==> config.mk <==
export PLATFORM = sky130hd
export DESIGN_NAME = seq_divider
export DESIGN_NICKNAME = d
export VERILOG_FILES = /design/src/rtl/seq_divider.sv
export SDC_FILE = /design/constraint.sdc
export NUM_CORES = 1
export LEC_CHECK = 0
export ABC_AREA = 1
export CORE_MARGIN = 2
export CORE_UTILIZATION = 45
export CTS_CLUSTER_DIAMETER = 100
export CTS_CLUSTER_SIZE = 28
export DETAILED_ROUTE_END_ITERATION = 8
export GPL_ROUTABILITY_DRIVEN = 0
export PLACE_DENSITY = 0.75
export SYNTH_ARGS = -nofsm -noshare
export SYNTH_HDL_FRONTEND = slang
export SYNTH_SLANG_ARGS = --single-unit
==> constraint.sdc <==
create_clock -name clk -period 6.9 [get_ports clk]
set_input_delay 1.38 -clock clk [delete_from_list [all_inputs] [get_ports clk]]
set_output_delay 1.38 -clock clk [all_outputs]
set_load 0.02 [all_outputs]
==> src/rtl/seq_divider.sv <==
// rtl/seq_divider.sv - restoring sequential divider, one quotient bit per clock
// Optional signed support compiled in with DIV_SIGNED_EN.
module seq_divider #(
  parameter int WIDTH = 32
) (
  input  logic             clk,
  input  logic             rst,
  input  logic             start,
  input  logic             signed_op,
  input  logic [WIDTH-1:0] dividend,
  input  logic [WIDTH-1:0] divisor,
  output logic [WIDTH-1:0] quotient,
  output logic [WIDTH-1:0] remainder,
  output logic             busy,
  output logic             done,
  output logic             div_by_zero
);

  localparam int CW = $clog2(WIDTH + 1);

  typedef enum logic [1:0] {IDLE, RUN, DONE} state_t;

  state_t           state, state_next;
  logic [WIDTH-1:0] rem, quo, dsor;
  logic [CW-1:0]    cnt;
  logic             dz;
  logic             accept;
  logic [WIDTH-1:0] a_mag, b_mag;
  logic [WIDTH:0]   shifted, diff;
  logic [WIDTH-1:0] rem_step, quo_step, q_fix, r_fix;

  assign accept = start && (state == IDLE || state == DONE);

  // quo starts as the dividend magnitude and fills with quotient bits from the LSB
  assign shifted  = {rem, quo[WIDTH-1]};
  assign diff     = shifted - {1'b0, dsor};
  assign rem_step = diff[WIDTH] ? shifted[WIDTH-1:0] : diff[WIDTH-1:0];
  assign quo_step = {quo[WIDTH-2:0], ~diff[WIDTH]};

`ifdef DIV_SIGNED_EN
  logic neg_q, neg_r;

  assign a_mag = (signed_op && dividend[WIDTH-1]) ? -dividend : dividend;
  assign b_mag = (signed_op && divisor[WIDTH-1])  ? -divisor  : divisor;
  assign q_fix = neg_q ? -quo_step : quo_step;
  assign r_fix = neg_r ? -rem_step : rem_step;

  always_ff @(posedge clk) begin
    if (rst) begin
      neg_q <= 1'b0;
      neg_r <= 1'b0;
    end else if (accept) begin
      neg_q <= signed_op && (dividend[WIDTH-1] ^ divisor[WIDTH-1]);
      neg_r <= signed_op && dividend[WIDTH-1];
    end
  end
`else
  logic unused_signed_op;

  assign unused_signed_op = signed_op;
  assign a_mag = dividend;
  assign b_mag = divisor;
  assign q_fix = quo_step;
  assign r_fix = rem_step;
`endif

  always_ff @(posedge clk) begin
    if (rst) state <= IDLE;
    else     state <= state_next;
  end

  always_comb begin
    state_next = state;
    busy       = 1'b0;
    done       = 1'b0;
    case (state)
      IDLE, DONE: begin
        done = (state == DONE);
        if (start) state_next = (divisor == '0) ? DONE : RUN;
        else       state_next = IDLE;
      end
      RUN: begin
        busy = 1'b1;
        if (cnt == CW'(1)) state_next = DONE;
      end
      default: state_next = IDLE;
    endcase
  end

  assign div_by_zero = done && dz;

  always_ff @(posedge clk) begin
    if (rst) begin
      rem       <= '0;
      quo       <= '0;
      dsor      <= '0;
      cnt       <= '0;
      dz        <= 1'b0;
      quotient  <= '0;
      remainder <= '0;
    end else if (accept) begin
      if (divisor == '0) begin
        dz        <= 1'b1;
        quotient  <= '1;
        remainder <= dividend;
      end else begin
        dz   <= 1'b0;
        rem  <= '0;
        quo  <= a_mag;
        dsor <= b_mag;
        cnt  <= CW'(WIDTH);
      end
    end else if (state == RUN) begin
      rem <= rem_step;
      quo <= quo_step;
      cnt <= cnt - CW'(1);
      if (cnt == CW'(1)) begin
        quotient  <= q_fix;
        remainder <= r_fix;
      end
    end
  end

endmodule

==> results.yml <==
cts:
  cts_made_buffers: 17
  clockBufferDepth: 2
  clock_latency_ns: 0.44
  clkTransAtPathRegs_ns: 0.07
  cts_root_buf: "clkbuf_16"
  cts_resized: 0
  cts.hold.buffers_added: 0
  htree_levels: 4
  post-cts-setup-buffers: 0
  clock_sinks: 169
  cts_tree: "built"
yosys:
  synth_most_common_cell: "nand2_1"
  syn_inst: 1632
  synth_cell_types: 37
  ys_seq_area_share_pct: 32.6
  ys_ff_latch: 169
  synth_common_cells: "nand2_1 (398), inv_1 (281), dfxtp_1 (169), nor2_1 (166), o21ai_0 (129)"
  yosysWarnings: 0
  synthFlopType: "dfxtp_1"
  yosysTopAreaCell: "dfxtp_1"
  synth_edf_count: 0
  avgSynthCellArea_um2: 6.37
  synth_nets: 1735
  async_flop_share_pct: 0
  synth_area_leaders: "dfxtp_1 (33%), nand2_1 (14%), inv_1 (10%)"
  synth_top_area_share_pct: 32.6
  netlist_area_mm2: 0.0104
detailed_routing:
  wire_per_inst_um: 14.4
  drt_iter0_markers: 862
  viasPerCell: 5.13
  drt_first_pass_iters: 5
  drt.antenna.violating_nets: 0
  vias: 10300
  drt-total-wl_um: 28900
  route.detailed.drc: 0
timing:
  hold_viol: 0
  finalSetupViolCount: 0
  slew_headroom_pct: 20.9
  fin_crit_ns: 3.82
  finalWorstSetupSlack_ns: 3.08
  tightest_slew_ns: 1.19
  rsz0062_at_grt: "false"
  clock_skew_ns: 0.0117
  whs_ns: 0.462
  slew_viol_final: 0
  fin_crit_sh_pct: 55.3
  setup-tns-final_ns: 0
  max_freq_mhz: 262
critical_path:
  r2r-end: "remainder[14]"
  cp.required_ns: 7.23
  cp-start-kind: "input port"
  r2r_slack_ns: 3.97
  critPathKind: "in -> reg"
  reg2reg_depth: 18
  r2r_start: "quo[31]"
  critPathCaptureType: "flop"
  crit_fanout: 65
  arrival_ns: 4.14
cells_and_area:
  layout.nets: 1816
  fin_area_mm2: 0.0122
  drive_gt1_share_pct: 6.26
  fin_util_pct: 54.1
  areaGrowthSynthToFinish_pct: 17.8
  antenna_cells: 0
  fin_cells: 2011
grt:
  grt_pass1_vias: 9615
  grt-ovfl-total: 0
  grt_max_degree: 97
  antenna_found_initial: 0
  grt_usage_pct: 24.2
  grt_pass1_wl_um: 47600
placed_design:
  dpl.cell_count: 1979
  dp_slack_ns: 2.64
  place_area_mm2: 0.0117
  port_buffers: 133
  hpwl_um: 20800
floorplan:
  dieHeight_um: 156
  start_util_pct: 45.9
  die_w_um: 156
  core-area_mm2: 0.0226
  rows: 55
  die-area_mm2: 0.0243
  io_pins: 135
status:
  status: "finished clean"
worst_hold_path:
  hp-class: "reg -> reg"
  holdPathStages: 2
  worstHoldStart: "dsor[12]"
  hold_end: "dsor[12]"
run:
  maxCapViolCount: 0
power:
  ir_drop_uv: 181
  power.total_mw: 3.84
  p_per_area_mw_per_mm2: 314
  leakagePower_nw: 6.17
[cell families (layout without fill, tap and decap cells)]
logic type,Yosys count,in the layout,synth area share (%)
AO/OA/AOI/OAI,253,253,12.7
XOR/XNOR,19,19,1.60
adder cells (fa/ha/maj),35,35,4.29
buffers and inverters,366,460,15.2
flip-flops,169,169,32.6
AND/OR/NAND/NOR,790,790,33.7
[registers in the layout (all words and copies together) (netlist names)]
signal and cells:
dz 1, quotient 32, rem 32, cnt 6
dsor 32, state 2, quo 32, remainder 32
[power breakdown]
group,switching [mW],total [mW],internal (mW)
clock network,0.441,0.981,0.540
registers,0.0883,1.19,1.10
logic,1.10,1.67,0.564
[worst max-delay path, cell delays in order]
cell	delay (ns)
clkdlybuf4s50_1	0.55
nor2_1	0.15
nand2_1	0.06
nor2_1	0.14
nand2_1	0.16
nor2_1	0.27
nand2_1	0.09
nand2_1	0.08
nand2_2	0.06
inv_2	0.82
nand3_1	0.14
o211ai_1	0.14
inv_1	0.07
[cell usage in the layout (no fill, tap or decap), types with 2 or more instances in the layout]
| cell type | synthesis | final |
|---|---|---|
| nand2_4 | 2 | 4 |
| inv_1 | 281 | 280 |
| nand2_2 | 12 | 12 |
| buf_4 | 6 | 8 |
| bufinv_16 | 0 | 2 |
| nand3_2 | 39 | 39 |
| ha_1 | 34 | 34 |
| inv_6 | 0 | 5 |
| nand4_1 | 6 | 6 |
| clkinvlp_4 | 0 | 3 |
| inv_2 | 6 | 7 |
| nand3_1 | 121 | 121 |
| a21o_1 | 2 | 2 |
| nor2_1 | 166 | 166 |
| and2_1 | 4 | 4 |
| a21oi_1 | 87 | 87 |
| clkinv_2 | 0 | 3 |
| clkdlybuf4s50_1 | 0 | 133 |
| a31oi_1 | 31 | 31 |
| nor3_1 | 35 | 35 |
| xor2_1 | 17 | 17 |
| clkbuf_16 | 0 | 17 |
| dfxtp_1 | 169 | 169 |
| xnor2_1 | 2 | 2 |
| o21ai_0 | 129 | 129 |
| nor2_2 | 4 | 4 |
| nand2_1 | 398 | 396 |
[area by class of cell]
cell class,count,area (um^2)
Tap cell,285,357
Sequential cell,169,3380
Timing Repair Buffer,141,1390
Clock inverter,15,161
Inverter,287,1080
Multi-Input combinational cell,1097,5450
Clock buffer,17,425
Fill cell,2245,10400
[worst max-delay path by stage]
stage	cells past startpoint	slack, ns	start	endpoint
4_1_cts	13	3.06	divisor[30]	quotient[0]
3_3_place_gp	13	2.66	divisor[30]	quotient[0]
5_1_grt	13	2.79	divisor[30]	quotient[0]
2_1_floorplan	14	4.19	divisor[5]	quotient[0]
3_5_place_dp	13	2.64	divisor[30]	quotient[0]
6_report	13	3.08	divisor[30]	quotient[0]
[per-layer routing]
layer / track usage (%) / routed length, um / up-vias
met4: 7.12 / 611 / 0
met5: 0 / 0 / -
li1: - / - / 5271
met2: 41.6 / 13800 / 292
met1: 31.3 / 13000 / 4707
met3: 3.81 / 1400 / 46
(Power assumes the default switching activity.)
